File: src/rtl/game_datapath.sv
// Sprite game datapath: position/timer registers plus a queued square-sprite draw engine.
// Draw requests pass through a 2-deep FIFO with an empty-bypass so an idle engine starts in one cycle.
module fifo #(
  parameter int WIDTH = 8,
  parameter int DEPTH = 2
) (
  input  logic             clk,
  input  logic             reset,
  input  logic             push,
  input  logic             pop,
  input  logic [WIDTH-1:0] din,
  output logic [WIDTH-1:0] dout,
  output logic             empty,
  output logic             full
);
  localparam int AW   = (DEPTH > 1) ? $clog2(DEPTH) : 1;
  localparam int CNTW = $clog2(DEPTH + 1);
  localparam logic [AW-1:0] LAST = AW'(DEPTH - 1);

  logic [WIDTH-1:0] mem_q [DEPTH];
  logic [WIDTH-1:0] mem_d [DEPTH];
  logic [AW-1:0]    wr_q, wr_d, rd_q, rd_d;
  logic [CNTW-1:0]  cnt_q, cnt_d;
  logic             do_push, do_pop;

  assign empty = (cnt_q == '0);
  assign full  = (cnt_q == CNTW'(DEPTH));
  assign dout  = mem_q[rd_q];

  always_comb begin
    do_push = push && !full;
    do_pop  = pop && !empty;
    mem_d   = mem_q;
    wr_d    = wr_q;
    rd_d    = rd_q;
    if (do_push) begin
      mem_d[wr_q] = din;
      wr_d        = (wr_q == LAST) ? '0 : wr_q + AW'(1);
    end
    if (do_pop) rd_d = (rd_q == LAST) ? '0 : rd_q + AW'(1);
    cnt_d = cnt_q + CNTW'(do_push) - CNTW'(do_pop);
  end

  always_ff @(posedge clk) begin
    if (reset) begin
      wr_q  <= '0;
      rd_q  <= '0;
      cnt_q <= '0;
    end else begin
      wr_q  <= wr_d;
      rd_q  <= rd_d;
      cnt_q <= cnt_d;
    end
  end

  always_ff @(posedge clk) mem_q <= mem_d;
endmodule

module game_datapath #(
  parameter int         TIMER_CYCLES = 1000000,
  parameter int         BLOCK        = 4,
  parameter int         X_INIT       = 0,
  parameter int         Y_INIT       = 0,
  parameter logic [2:0] FG_COLOUR    = 3'b111,
  parameter logic [2:0] BG_COLOUR    = 3'b000
) (
  input  logic       clk,
  input  logic       reset,
  input  logic       en_xpos,
  input  logic [1:0] s_xpos,
  input  logic       en_ypos,
  input  logic [1:0] s_ypos,
  input  logic       en_timer,
  input  logic       s_timer,
  input  logic       plot,
  input  logic       s_color,
  output logic       timer_done,
  output logic [7:0] xpos,
  output logic [6:0] ypos,
  output logic [7:0] vga_x,
  output logic [6:0] vga_y,
  output logic [2:0] vga_colour,
  output logic       vga_plot,
  output logic       busy,
  output logic       plot_overrun
);
  localparam int TW = $clog2(TIMER_CYCLES);
  localparam int CW = (BLOCK > 1) ? $clog2(BLOCK) : 1;
  localparam logic [7:0]    X_MAX = 8'(160 - BLOCK);
  localparam logic [6:0]    Y_MAX = 7'(120 - BLOCK);
  localparam logic [7:0]    X_RST = 8'(X_INIT);
  localparam logic [6:0]    Y_RST = 7'(Y_INIT);
  localparam logic [TW-1:0] T_MAX = TW'(TIMER_CYCLES - 1);
  localparam logic [CW-1:0] C_MAX = CW'(BLOCK - 1);

  typedef enum logic {IDLE, DRAW} state_t;

  state_t        state_q, state_d;
  logic [7:0]    xpos_q, xpos_d, base_x_q, base_x_d, vga_x_q, vga_x_d;
  logic [6:0]    ypos_q, ypos_d, base_y_q, base_y_d, vga_y_q, vga_y_d;
  logic [2:0]    colour_q, colour_d, vga_colour_q, vga_colour_d;
  logic [TW-1:0] timer_q, timer_d;
  logic [CW-1:0] col_q, col_d, row_q, row_d;
  logic          vga_plot_q, vga_plot_d, overrun_q, overrun_d;

  logic [17:0] req_dat, fifo_dat, src_dat;
  logic        fifo_empty, fifo_full, fifo_push, fifo_pop;
  logic        plot_ok, last_pix, take;

  assign xpos         = xpos_q;
  assign ypos         = ypos_q;
  assign timer_done   = (timer_q == T_MAX);
  assign vga_x        = vga_x_q;
  assign vga_y        = vga_y_q;
  assign vga_colour   = vga_colour_q;
  assign vga_plot     = vga_plot_q;
  assign plot_overrun = overrun_q;
  assign busy         = !fifo_empty || (state_q == DRAW);

  always_comb begin
    xpos_d = xpos_q;
    if (en_xpos) begin
      case (s_xpos)
        2'd0:    xpos_d = X_RST;
        2'd1:    if (xpos_q < X_MAX) xpos_d = xpos_q + 8'd1;
        2'd2:    if (xpos_q != 8'd0) xpos_d = xpos_q - 8'd1;
        default: xpos_d = xpos_q;
      endcase
    end
    ypos_d = ypos_q;
    if (en_ypos) begin
      case (s_ypos)
        2'd0:    ypos_d = Y_RST;
        2'd1:    if (ypos_q < Y_MAX) ypos_d = ypos_q + 7'd1;
        2'd2:    if (ypos_q != 7'd0) ypos_d = ypos_q - 7'd1;
        default: ypos_d = ypos_q;
      endcase
    end
    timer_d = timer_q;
    if (en_timer) timer_d = !s_timer ? '0 : (timer_q != T_MAX) ? timer_q + TW'(1) : timer_q;
  end

  // An empty FIFO is bypassed: a free engine takes the incoming request directly.
  assign req_dat   = {xpos_q, ypos_q, s_color ? FG_COLOUR : BG_COLOUR};
  assign plot_ok   = plot && !fifo_full;
  assign last_pix  = (state_q == DRAW) && (col_q == C_MAX) && (row_q == C_MAX);
  assign take      = ((state_q == IDLE) || last_pix) && (!fifo_empty || plot_ok);
  assign fifo_pop  = take && !fifo_empty;
  assign fifo_push = plot_ok && !(take && fifo_empty);
  assign src_dat   = fifo_empty ? req_dat : fifo_dat;

  fifo #(.WIDTH(18), .DEPTH(2)) u_req_fifo (
    .clk   (clk),
    .reset (reset),
    .push  (fifo_push),
    .pop   (fifo_pop),
    .din   (req_dat),
    .dout  (fifo_dat),
    .empty (fifo_empty),
    .full  (fifo_full)
  );

  always_comb begin
    state_d  = state_q;
    base_x_d = base_x_q;
    base_y_d = base_y_q;
    colour_d = colour_q;
    col_d    = col_q;
    row_d    = row_q;
    if (take) begin
      state_d                        = DRAW;
      {base_x_d, base_y_d, colour_d} = src_dat;
      col_d                          = '0;
      row_d                          = '0;
    end else if ((state_q == DRAW) && !last_pix) begin
      if (col_q == C_MAX) begin
        col_d = '0;
        row_d = row_q + CW'(1);
      end else begin
        col_d = col_q + CW'(1);
      end
    end else begin
      state_d = IDLE;
    end
    vga_plot_d   = (state_d == DRAW);
    vga_x_d      = vga_plot_d ? base_x_d + 8'(col_d) : vga_x_q;
    vga_y_d      = vga_plot_d ? base_y_d + 7'(row_d) : vga_y_q;
    vga_colour_d = vga_plot_d ? colour_d : vga_colour_q;
    overrun_d    = overrun_q || (plot && fifo_full);
  end

  always_ff @(posedge clk) begin
    if (reset) begin
      state_q      <= IDLE;
      xpos_q       <= X_RST;
      ypos_q       <= Y_RST;
      timer_q      <= '0;
      base_x_q     <= '0;
      base_y_q     <= '0;
      colour_q     <= '0;
      col_q        <= '0;
      row_q        <= '0;
      vga_x_q      <= '0;
      vga_y_q      <= '0;
      vga_colour_q <= '0;
      vga_plot_q   <= 1'b0;
      overrun_q    <= 1'b0;
    end else begin
      state_q      <= state_d;
      xpos_q       <= xpos_d;
      ypos_q       <= ypos_d;
      timer_q      <= timer_d;
      base_x_q     <= base_x_d;
      base_y_q     <= base_y_d;
      colour_q     <= colour_d;
      col_q        <= col_d;
      row_q        <= row_d;
      vga_x_q      <= vga_x_d;
      vga_y_q      <= vga_y_d;
      vga_colour_q <= vga_colour_d;
      vga_plot_q   <= vga_plot_d;
      overrun_q    <= overrun_d;
    end
  end
endmodule
File: config.mk
export PLATFORM = sky130hd
export DESIGN_NAME = game_datapath
export DESIGN_NICKNAME = d
export VERILOG_FILES = /design/src/rtl/game_datapath.sv
export SDC_FILE = /design/constraint.sdc
export NUM_CORES = 1
export LEC_CHECK = 0
export BUFFER_PORTS_ARGS = -buffer_cell sky130_fd_sc_hd__buf_2
export CORE_AREA = 2 2 110 122
export DETAILED_ROUTE_END_ITERATION = 8
export DIE_AREA = 0 0 112 124
export GPL_ROUTABILITY_DRIVEN = 0
export PLACE_DENSITY = 0.78
export SLEW_MARGIN = 20
export SYNTH_ARGS = -nofsm -noshare
export SYNTH_HDL_FRONTEND = slang
export SYNTH_HIERARCHICAL = 1
export SYNTH_SLANG_ARGS = --single-unit
File: constraint.sdc
create_clock -name clk -period 9.8 [get_ports clk]
set_clock_uncertainty 0.2 [all_clocks]
set_input_delay 1.96 -clock clk [delete_from_list [all_inputs] [get_ports clk]]
set_output_delay 1.96 -clock clk [all_outputs]
set_load 0.03 [all_outputs]
Yosys cells after proc, flatten, opt, wreduce, memory -nomap -nowiden
Index checks and enable logic that the tools add are counted.
{ "classes": {"addsub": 13, "n_eq_ne": 14, "n_mux": 29, "n_reduce_logical": 30, "bitwise": 3, "magnitude_cmp": 5} }
{ "op_table": {"columns": ["op", "count"], "rows": [
  ["$mux W18", 5],
  ["$mux W20", 2],
  ["$bwmux W36", 1],
  ["$mux W8", 3],
  ["$pmux W8 S3", 1],
  ["$mux W7", 3],
  ["$pmux W7 S3", 1],
  ["$add A20 B1 Y20 const B", 1],
  ["$eq A20 B20 Y1 const B", 1],
  ["$ne A20 B20 Y1 const B", 1],
  ["$demux W18 S1", 1],
  ["$logic_and A1 B1 Y1", 12],
  ["$mux W2", 6],
  ["$eq A2 B2 Y1 const B", 5],
  ["$add A8 B1 Y8 const B", 1],
  ["$add A8 B2 Y8", 1],
  ["$lt A8 B8 Y1 const B", 1],
  ["$ne A2 B2 Y1 const B", 4],
  ["$reduce_and A4 Y1", 2],
  ["$reduce_bool A8 Y1", 1],
  ["$sub A8 B1 Y8 const B", 1],
  ["$add A7 B1 Y7 const B", 1],
  ["$add A7 B2 Y7", 1],
  ["$lt A7 B7 Y1 const B", 1],
  ["19 further kinds", 37]
]} }
{ "word_totals": {"ff_bits": 117, "output_inout_bits": 37, "elab_cells": 112, "input_bits": 12} }

Longest topological paths before layout
Gate-level depths: netlist of run 1.
{ "logic_depth": {"word_depth": 11, "mapped_depth": 16, "ltp_nobuf": 14} }

Cells and area by module
The synthesis of run 1 kept the hierarchy.
{ "by_module_without_submodules": {"columns": ["mod", "area_each_um2", "cells_per_inst", "seq_area_each_um2", "n_inst"], "rows": [
  ["game_datapath", 4699.5, 561, 1541.5, 1],
  ["fifo", 1507.7, 81, 1161.1, 1]
]} }

Worst setup path before layout of run 1
No wires, ideal clock.
{ "synth_path": {"path_type": "input port to flip-flop", "from": "input plot", "to": "register vga_x_q[7] (netlist: vga_x[7])", "path_stages": 12, "setup_slack_ns": 5.195, "required_time_ns": 9.521, "t_arrival_ns": 4.326, "n_path_buf": 1, "setup_ns": 0.079, "cell_sequence": "nor2b_1 o21ai_2 buf_2 nor2_1 a21oi_1 inv_1 ha_1 a21oi_1 a21oi_1 a22oi_1 or4b_2 o211ai_1"} }
{ "synth_via": {"elab_chain_cells": 5, "word_cells_on_any_way": 7, "cone_classes": "add/sub: 1; mux: 3; reduce/logical: 3"} }
{ "synth_rtl": {"columns": ["item", "line", "rtl"], "rows": [
  ["start: declaration", "75", "input logic plot,"],
  ["$logic_and A1 B1 Y1", "145", "assign plot_ok = plot && !fifo_full;"],
  ["$logic_or A1 B1 Y1", "147", "assign take = ((state_q == IDLE) || last_pix) && (!fifo_empty || plot_ok);"],
  ["$logic_and A1 B1 Y1", "147", null],
  ["$mux W8", "170", "if (take) begin"],
  ["via base_x_d[1]", "99", "logic [7:0] xpos_q, xpos_d, base_x_q, base_x_d, vga_x_q, vga_x_d;"],
  ["$add A8 B2 Y8", "186", "vga_x_d = vga_plot_d ? base_x_d + 8'(col_d) : vga_x_q;"],
  ["end signal: assignment", "218", "vga_x_q <= vga_x_d;"],
  ["end: declaration", "99", null]
]} }
The timed path passes the listed nets, and every way through them passes these cells.
A chain may end at the register's enable or synchronous reset.

Worst setup path after layout of run 1
Same ends and word-level chain as after synthesis.

==> impl_metrics.toml, run 1 <==
[routing]
vias_per_cell = 5.93
postRouteAntennaNets = 0
drtPass1Iterations = 5
wl_per_cell_um = 16.5
dr_total_vias = 5061
drc = 0
drt-total-wl_um = 14000
drtIter0Drc = 430

[pwr]
peakVddDrop_v = 0.000170
power.leakage_nw = 2.93
internal_power_mw = 1.23
sw_frac_of_total_pct = 31.8
p_clk_share_pct = 38.4
power_density_nw_per_um2 = 250
share_seq_of_total_power_pct = 34.8
p_sw_mw = 0.573
pwr-share-comb_pct = 26.9

[grt]
grt_max_degree = 55
overflow = 0
antenna_found_initial = 0
track_usage_pct = 21.0
grt_pass1_wl_um = 23500
first_global_vias = 4955

[timing]
fmax_mhz = 211
slew_headroom_pct = 29.1
min_period_over_period_pct = 48.4
setup_viol = 0
setup_tns_ns = 0
fin_crit_ns = 4.74
hold_viol = 0
rsz0062_at_grt = "no"
worstMarginPinSlew_ns = 1.06
finalMaxSlewViolations = 0

[worst_setup_path]
cp_common_cell = "a21oi_1"
crit_family = "compound AO/OA/AOI/OAI gates"
worst_ep_required_time_ns = 9.94
cpPeakStageDelay_ns = 0.60
crit_chain = "buf_2 -> nor2b_1 -> o21ai_2 -> nor2_1 -> a21oi_1 -> inv_1 -> ha_1 -> a21oi_1 -> a21oi_1 -> a22oi_1 -> or4b_2 -> o211ai_1"
end_kind = "register"
crit_path_start = "plot"
r2r_start = "u_req_fifo/cnt_q[1]$_SDFF_PP0_"
crit_fanout = 15
cp-start-kind = "input pin"
crit_buf_inv = 2
crit_type = "in2reg"
worstPathArrival_ns = 4.88
slowest_stage = "or4b_2"

[synthesis]
ys_ff_latch = 117
synth_nets = 684
netlist_instances = 642
yosysWarnings = 6
ys.flop_type = "dfxtp_1"
syn_area_per_cell_um2 = 9.67
yosysTopAreaCellShare_pct = 26.1
synth_cell_types = 71
async_flop_share_pct = 0
ys_seq_area_share_pct = 43.5
synth_largest_area_cell = "dfxtp_1"
syn_area_um2 = 6210
yosys-top-cells-area = "dfxtp_1 26%, edfxtp_1 17%, ha_1 5.2%"
synth-edff-count = 36

[placed_design]
dp_hpwl_um = 9340
portBuffers = 48

[floorplanning]
core_um2 = 12600
fp.dieH_um = 124
rows = 43
die-area_um2 = 13900
die_x_um = 112
start_util_pct = 49.3
io_pins = 49

[clock_network]
post_cts_buffers = 0
ctsHtreeMaxLevel = 4
ctsResizeCount = 0
clk_pin_slew_ns = 0.05
cts_tree = "done"
cts_buffer_depth = 2
holdBufCountCts = 0
insertion_delay_ns = 0.42
clock_sinks = 117
root_buffer = "clkbuf_16"
numCtsBuffers = 17

[layout]
fin_util_pct = 57.3
diodes = 0
syn_to_final_growth_pct = 16.2
nFillCells = 1035
nNetsFinal = 725
drive_gt1_share_pct = 17.0

[min_path]
min_from = "vga_colour[2]$_SDFFE_PP0P_"
hold_path.class = "reg2reg"

[flow_run]
maxCapViolCount = 0

[run_status]
run_status = "finished clean"
[sequential cells by signal, summed over array words and instances, names as in the netlist]
register and count:
u_req_fifo/mem_q 36, timer_q 20, base_x_q 8, vga_x 8
xpos 8, base_y_q 7, vga_y 7, ypos 7
colour_q 3, vga_colour 3, col_q 2, row_q 2
u_req_fifo/cnt_q 2, plot_overrun 1, u_req_fifo/rd_q 1, u_req_fifo/wr_q 1
vga_plot 1
[synth_stat cells (all sizes together), types with 4 or more instances]
| library cell | n |
|---|---|
| a211oi | 14 |
| a21o | 6 |
| a21oi | 37 |
| a311oi | 7 |
| a31oi | 6 |
| a41o | 5 |
| and2 | 12 |
| and3 | 4 |
| buf | 10 |
| clkbuf | 19 |
| dfxtp | 81 |
| edfxtp | 36 |
| fa | 4 |
| ha | 26 |
| inv | 23 |
| mux2 | 30 |
| mux2i | 15 |
| nand2 | 51 |
| nand2b | 11 |
| nand3 | 22 |
| nand3b | 6 |
| nand4 | 14 |
| nand4b | 4 |
| nor2 | 58 |
| nor2b | 7 |
| nor3 | 9 |
| nor3b | 4 |
| nor4 | 4 |
| o211ai | 9 |
| o21a | 4 |
| o21ai | 29 |
| o311ai | 5 |
| or3 | 8 |
| or4 | 6 |
| or4b | 5 |
| xnor2 | 11 |
| xor2 | 6 |
[power by group through the flow]
stage | clock [mW] | sequential [mW] | combinational, mW
CTS | 0.702 | 0.627 | 0.481
global route | 0.724 | 0.636 | 0.528
detailed placement | 0 | 0.636 | 0.475
floorplan | 0 | 0.674 | 0.325
global placement | 0 | 0.631 | 0.464
finish | 0.691 | 0.627 | 0.484
[cell usage in the layout (no fill, tap or decap), types with 6 or more instances in the layout]
cell and n:
nor3_1 7, a21o_1 6, mux2_2 15, xnor2_1 11, a211oi_1 14, and2_1 12, clkbuf_16 17, bufinv_16 6
xor2_1 6, nand3_1 22, mux2_1 14, buf_2 48, o211ai_1 9, nand2b_1 10, nand2_1 51, or3_1 8
ha_1 26, nor2b_1 7, nor2_1 57, nand3b_1 6, inv_1 22, nand4_1 14, dfxtp_1 81, edfxtp_1 36
mux2i_1 15, o21ai_0 27, a311oi_1 7, a21oi_1 35, or4_1 6
[layout make-up]
| cell class | count | area (µm²) | area share, % |
|---|---|---|---|
| clock buffer | 17 | 425 | 5.90 |
| clock inverter | 15 | 235 | 3.26 |
| inverter | 25 | 93.8 | 1.30 |
| multi-input combinational | 471 | 3290 | 45.7 |
| sequential | 117 | 2700 | 37.5 |
| tap | 157 | 196 | 2.72 |
| timing repair buffer | 51 | 263 | 3.64 |
[metrics by stage]
step	power (mW)	setup slack [ns]	instance area, µm²	hold slack (ns)	std cells
floorplan	0.999	5.20	6210	0.242	642
finish	1.80	5.06	7210	0.252	853
global placement	1.09	4.63	6540	0.241	821
detailed placement	1.11	4.53	6540	0.244	821
global route	1.89	4.85	7210	0.278	853
CTS	1.81	4.94	7200	0.252	853
[tightest hold or removal path: cells and delay by family (launching register included)]
kind            cells  cell delay (ns)
compound gates      1             0.05
flops               1             0.30
simple gates        1             0.05
[logic make-up after synthesis]
kind of cell	share of synthesized area (%)
and+or+nand+nor	20.2
adders and majority gates	6.53
DFF	43.5
buffers and inverters	3.59
AOI/OAI and AO/OA	15.8
xor gates and xnor gates	2.40
muxes	7.92
[path summary, 6_finish.rpt]
kind,endpoint,slack (ns),depth (start not counted)
min reg2reg,vga_colour[2]$_SDFFE_PP0P_,0.25,2
min,vga_colour[2]$_SDFFE_PP0P_,0.25,2
max reg2reg,vga_x[7]$_SDFFE_PP0P_,5.49,13
max,vga_x[7]$_SDFFE_PP0P_,5.06,12
[layer usage]
metal	global-route usage (%)	vias to the layer above	routed length [µm]
met4	9.07	0	319
met5	0	-	0
met1	24.6	2415	6100
met3	6.18	38	640
met2	36.1	137	6970
li1	-	2471	-
No activity file was read; power rests on OpenSTA's default activity.
==> inputs of run 2 (changes only) <==
==> constraint.sdc (replaced) <==
create_clock -name clk -period 4.56 [get_ports clk]
set_clock_uncertainty 0.2 [all_clocks]
set_input_delay 0.912 -clock clk [delete_from_list [all_inputs] [get_ports clk]]
set_output_delay 0.912 -clock clk [all_outputs]
set_load 0.03 [all_outputs]
==> run 2 against run 1 <==
Effect of this change: design area barely moved; critical path depth did not move; critical endpoint unchanged; largest cell class unchanged; non-clock buffer count rose by 7; routed wire length fell by 1.6%; via count rose by 0.65%; setup slack got worse by 4.1 ns; power rose by 110%.
==> impl_metrics.toml, run 2 (synthesis results as in run 1) <==
[clock_network]
clock_sinks = 117
numCtsBuffers = 17
ctsHtreeMaxLevel = 4
root_buffer = "clkbuf_16"
clk_pin_slew_ns = 0.06
insertion_delay_ns = 0.42
post_cts_buffers = 0
cts_tree = "done"
holdBufCountCts = 0
ctsResizeCount = 0
cts_buffer_depth = 2

[placed_design]
portBuffers = 48
dpl_cell_area_um2 = 6590
dp_hpwl_um = 9480

[worst_setup_path]
cp-start-kind = "input pin"
worstPathArrival_ns = 3.77
crit_fanout = 9
reg2reg_slack_ns = 0.94
worst_ep_required_time_ns = 4.70
r2r_start = "u_req_fifo/cnt_q[1]$_SDFF_PP0_"
end_kind = "register"
r2r_end = "vga_x[7]$_SDFFE_PP0P_"
reg2regPathDepth = 13
crit_type = "in2reg"

[routing]
wl_per_cell_um = 16.1
vias_per_cell = 5.92
drc = 0
drtPass1Iterations = 4
drt-total-wl_um = 13800
postRouteAntennaNets = 0
drtIter0Drc = 349
dr_total_vias = 5094

[timing]
min_period_over_period_pct = 79.7
worstMarginPinSlew_ns = 1.04
fmax_mhz = 275
finalMaxSlewViolations = 0
setup_tns_ns = 0
slew_headroom_pct = 30.1
setup_viol = 0
rsz0062_at_grt = "no"
hold_viol = 0
fin_crit_ns = 3.63

[floorplanning]
start_util_pct = 49.3
die-area_um2 = 13900
fp.dieH_um = 124
rows = 43
core_um2 = 12600
die_x_um = 112
io_pins = 49

[run_status]
run_status = "finished clean"

[grt]
grt_max_degree = 54
first_global_vias = 4915
grt_pass1_wl_um = 22700
antenna_found_initial = 0
overflow = 0
track_usage_pct = 20.5

[flow_run]
maxCapViolCount = 0

[layout]
reg_top3 = "u_req_fifo/mem_q (36), timer_q (20)"
final_cell_mix = "81 x dfxtp_1, 57 x nor2_1, 51 x nand2_1, 48 x buf_2, 36 x edfxtp_1"
final_common_cell = "dfxtp_1"
syn_to_final_growth_pct = 16.1
nNetsFinal = 732
largest_reg_flops = 36
diodes = 0
drive_gt1_share_pct = 17.8
nFillCells = 1067
fin_util_pct = 57.2
stdcell_area_um2 = 7210
largest-register = "u_req_fifo/mem_q"

[pwr]
power_mw = 3.77
peakVddDrop_v = 0.000354
power.leakage_nw = 2.94
power_density_nw_per_um2 = 523

[min_path]
min_from = "vga_colour[2]$_SDFFE_PP0P_"
hold_path_end = "vga_colour[2]$_SDFFE_PP0P_"
hold_depth = 2
hold_path.class = "reg2reg"
run 2: changes by cell type in the layout (fill, tap and decap cells not counted), sizes merged:
cell	delta
clkinv	-1
clkinvlp	+1
clkbuf	+1
bufinv	-3
inv	+2
buf	+7
run 2: through the flow:
stage	std cells	worst slack [ns]	hold WS, ns
detailed placement	828	0.610	0.246
finish	860	0.926	0.252
global placement	828	0.843	0.239
floorplan	642	1.00	0.242
global route	860	0.745	0.262
CTS	860	0.980	0.254
run 2: critical path: stages:
cell	delay, ns
buf_2	0.11
nor2b_1	0.16
o21ai_2	0.35
nor2_1	0.13
a21oi_1	0.36
inv_1	0.10
ha_1	0.30
a21oi_1	0.31
a21oi_1	0.09
a22oi_1	0.24
or4b_2	0.61
o211ai_1	0.10
run 2: worst max-delay path by stage:
stage / from / slack (ns) / depth (start not counted) / to
after global routing: u_req_fifo/cnt_q[1]$_SDFF_PP0_ / 0.74 / 12 / vga_x[7]$_SDFFE_PP0P_
after global placement: plot / 0.84 / 12 / vga_x[7]$_SDFFE_PP0P_
after floorplan: plot / 1.00 / 12 / vga_x[7]$_SDFFE_PP0P_
after detailed placement: plot / 0.61 / 12 / vga_x[7]$_SDFFE_PP0P_
after CTS: u_req_fifo/cnt_q[1]$_SDFF_PP0_ / 0.98 / 12 / vga_x[7]$_SDFFE_PP0P_
final: plot / 0.93 / 12 / vga_x[7]$_SDFFE_PP0P_
run 2: layout make-up:
type / count / area, µm² / share of cell area, %
Clock buffer: 18 / 439 / 6.09
Clock inverter: 14 / 175 / 2.43
Inverter: 25 / 93.8 / 1.30
Multi-Input combinational cell: 471 / 3280 / 45.6
Sequential cell: 117 / 2700 / 37.5
Tap cell: 157 / 196 / 2.73
Timing Repair Buffer: 58 / 315 / 4.37
run 2: per-layer routing:
layer	wire [µm]	GRT usage, %
met3	630	4.72
met1	6020	23.8
met2	6800	35.5
met4	360	10.8
met5	0	0
run 2: power by group:
part / switching (mW) / internal [mW] / total, mW
clock network: 0.483 / 0.876 / 1.36
registers: 0.0834 / 1.25 / 1.34
logic: 0.681 / 0.391 / 1.07
total: 1.25 / 2.52 / 3.77
==> inputs of run 3 (changes only) <==
==> constraint.sdc (replaced) <==
create_clock -name clk -period 3.5 [get_ports clk]
set_clock_uncertainty 0.2 [all_clocks]
set_input_delay 0.7 -clock clk [delete_from_list [all_inputs] [get_ports clk]]
set_output_delay 0.7 -clock clk [all_outputs]
set_load 0.03 [all_outputs]
==> run 3 against run 2 <==
Effect of this change: design area rose by 0.31%; die area is the same; routed wire length up 2.2%; cell count increased by 0.81%; power up 29%; first-iteration DRC count increased by 36%; sequential share of layout area down 0.12 points; utilization rose by 0.18 points; sequential power up 30%; flip-flop and latch count did not move; setup slack worse by 0.63 ns; highest routed layer is now met5.
==> impl_metrics.toml, run 3 (synthesis results as in run 1) <==
[placed_design]
portBuffers = 48
dp_hpwl_um = 9690
dpl_cell_area_um2 = 6640

[floorplanning]
fp.dieH_um = 124
core_um2 = 12600
io_pins = 49
die_x_um = 112
rows = 43
die-area_um2 = 13900
start_util_pct = 49.3

[clock_network]
clock_sinks = 117
cts_buffer_depth = 2
holdBufCountCts = 0
numCtsBuffers = 17
cts_tree = "done"
ctsHtreeMaxLevel = 4
insertion_delay_ns = 0.42
root_buffer = "clkbuf_16"
clk_pin_slew_ns = 0.06

[layout]
reg_top3 = "u_req_fifo/mem_q (36), timer_q (20)"
largest_reg_flops = 36
final_common_cell = "dfxtp_1"
final_cell_mix = "81 x dfxtp_1, 57 x nor2_1, 51 x nand2_1, 48 x buf_2, 36 x edfxtp_1"
stdcell_area_um2 = 7230
syn_to_final_growth_pct = 16.5
drive_gt1_share_pct = 18.6
largest-register = "u_req_fifo/mem_q"
diodes = 0
nNetsFinal = 739

[min_path]
hold_path_end = "vga_colour[1]$_SDFFE_PP0P_"
hold_path.class = "reg2reg"
hold_depth = 2
min_from = "vga_colour[1]$_SDFFE_PP0P_"

[routing]
wl_met1_um = 6110
drc = 0
routed.top_layer = "met5"
drt-total-wl_um = 14100
wl_met2_um = 7090
postRouteAntennaNets = 0
drtPass1Iterations = 5
wl_per_cell_um = 16.3
dr_total_vias = 5143
routed-wl-met3_um = 614
drtIter0Drc = 473
vias_per_cell = 5.93

[worst_setup_path]
end_kind = "register"
reg2reg_slack_ns = 0.29
slowest_stage = "or4b_2"
crit_chain = "ha_1 -> a21boi_4 -> nor3_1 -> buf_4 -> nand2_1 -> o21ai_0 -> ha_1 -> a21oi_1 -> a21oi_1 -> a22oi_1 -> or4b_2 -> o211ai_1"
cpPeakStageDelay_ns = 0.60
crit_buf_inv = 1
worst_ep_required_time_ns = 3.65
worstPathArrival_ns = 3.36
cp-start-kind = "register"
crit_family = "compound AO/OA/AOI/OAI gates"
r2r_start = "col_q[0]$_SDFF_PP0_"
reg2regPathDepth = 12
crit_type = "reg2reg"
r2r_end = "vga_x[7]$_SDFFE_PP0P_"
crit_fanout = 10

[timing]
finalMaxSlewViolations = 0
worstMarginPinSlew_ns = 0.626
fmax_mhz = 312
finalHoldWorstSlack_ns = 0.253
slew_headroom_pct = 58.3
min_period_over_period_pct = 91.7
rsz0062_at_grt = "no"
setup_viol = 0
fin_crit_ns = 3.21
hold_viol = 0
setup_tns_ns = 0

[pwr]
peakVddDrop_v = 0.000492
power.leakage_nw = 2.96
power_mw = 4.86
power_density_nw_per_um2 = 673

[run_status]
run_status = "finished clean"

[grt]
track_usage_pct = 21.2
grt_pass1_wl_um = 23800
overflow = 0
grt_max_degree = 54
antenna_found_initial = 1
first_global_vias = 5099

[flow_run]
maxCapViolCount = 0
-- run 3: repair_timing --
action	CTS	global route
buffers inserted	0	1
resized for setup	0	0
setup endpoints to repair	0	1
-- run 3: worst min-delay path: stages, from the launching register on --
cell and delay, ns:
dfxtp_1 0.30, nand2_1 0.05, a21oi_1 0.05
-- run 3: worst max-delay path by stage --
| stage | end | startpoint | depth (start not counted) | slack, ns |
|---|---|---|---|---|
| final | vga_x[7]$_SDFFE_PP0P_ | col_q[0]$_SDFF_PP0_ | 12 | 0.29 |
| after CTS | vga_x[7]$_SDFFE_PP0P_ | col_q[0]$_SDFF_PP0_ | 11 | 0.32 |
| after floorplan | vga_x[7]$_SDFFE_PP0P_ | u_req_fifo/cnt_q[1]$_SDFF_PP0_ | 14 | 0.07 |
| after global routing | vga_x[7]$_SDFFE_PP0P_ | u_req_fifo/cnt_q[0]$_SDFF_PP0_ | 13 | 0.0003 |
| after global placement | vga_x[7]$_SDFFE_PP0P_ | plot | 12 | 0.17 |
| after detailed placement | vga_x[7]$_SDFFE_PP0P_ | plot | 12 | 0.11 |
-- run 3: stage by stage --
stage / util (%) / std cells / setup slack (ns)
finish: 57.4 / 867 / 0.292
global route: 57.4 / 867 / 0.000282
CTS: 57.4 / 866 / 0.318
detailed placement: 52.7 / 834 / 0.107
global placement: 52.7 / 834 / 0.167
floorplan: - / 642 / 0.0715
-- run 3: layout make-up --
type                       count  area, µm²
sequential                   117       2700
multi-input combinational    471       3280
timing repair buffer          65        368
clock buffer                  17        425
clock inverter                15        159
tap                          157        196
inverter                      25       93.8
fill                        1043       5360
-- run 3: routing by layer --
layer	global-route usage, %	vias up
met1	24.6	2472
li1	-	2506
met3	5.01	32
met2	37.6	131
met5	0	-
met4	9.76	2
-- run 3: power breakdown --
part / switching [mW] / internal [mW] / total, mW
registers: 0.107 / 1.63 / 1.74
logic: 0.901 / 0.535 / 1.44
clock network: 0.645 / 1.05 / 1.69
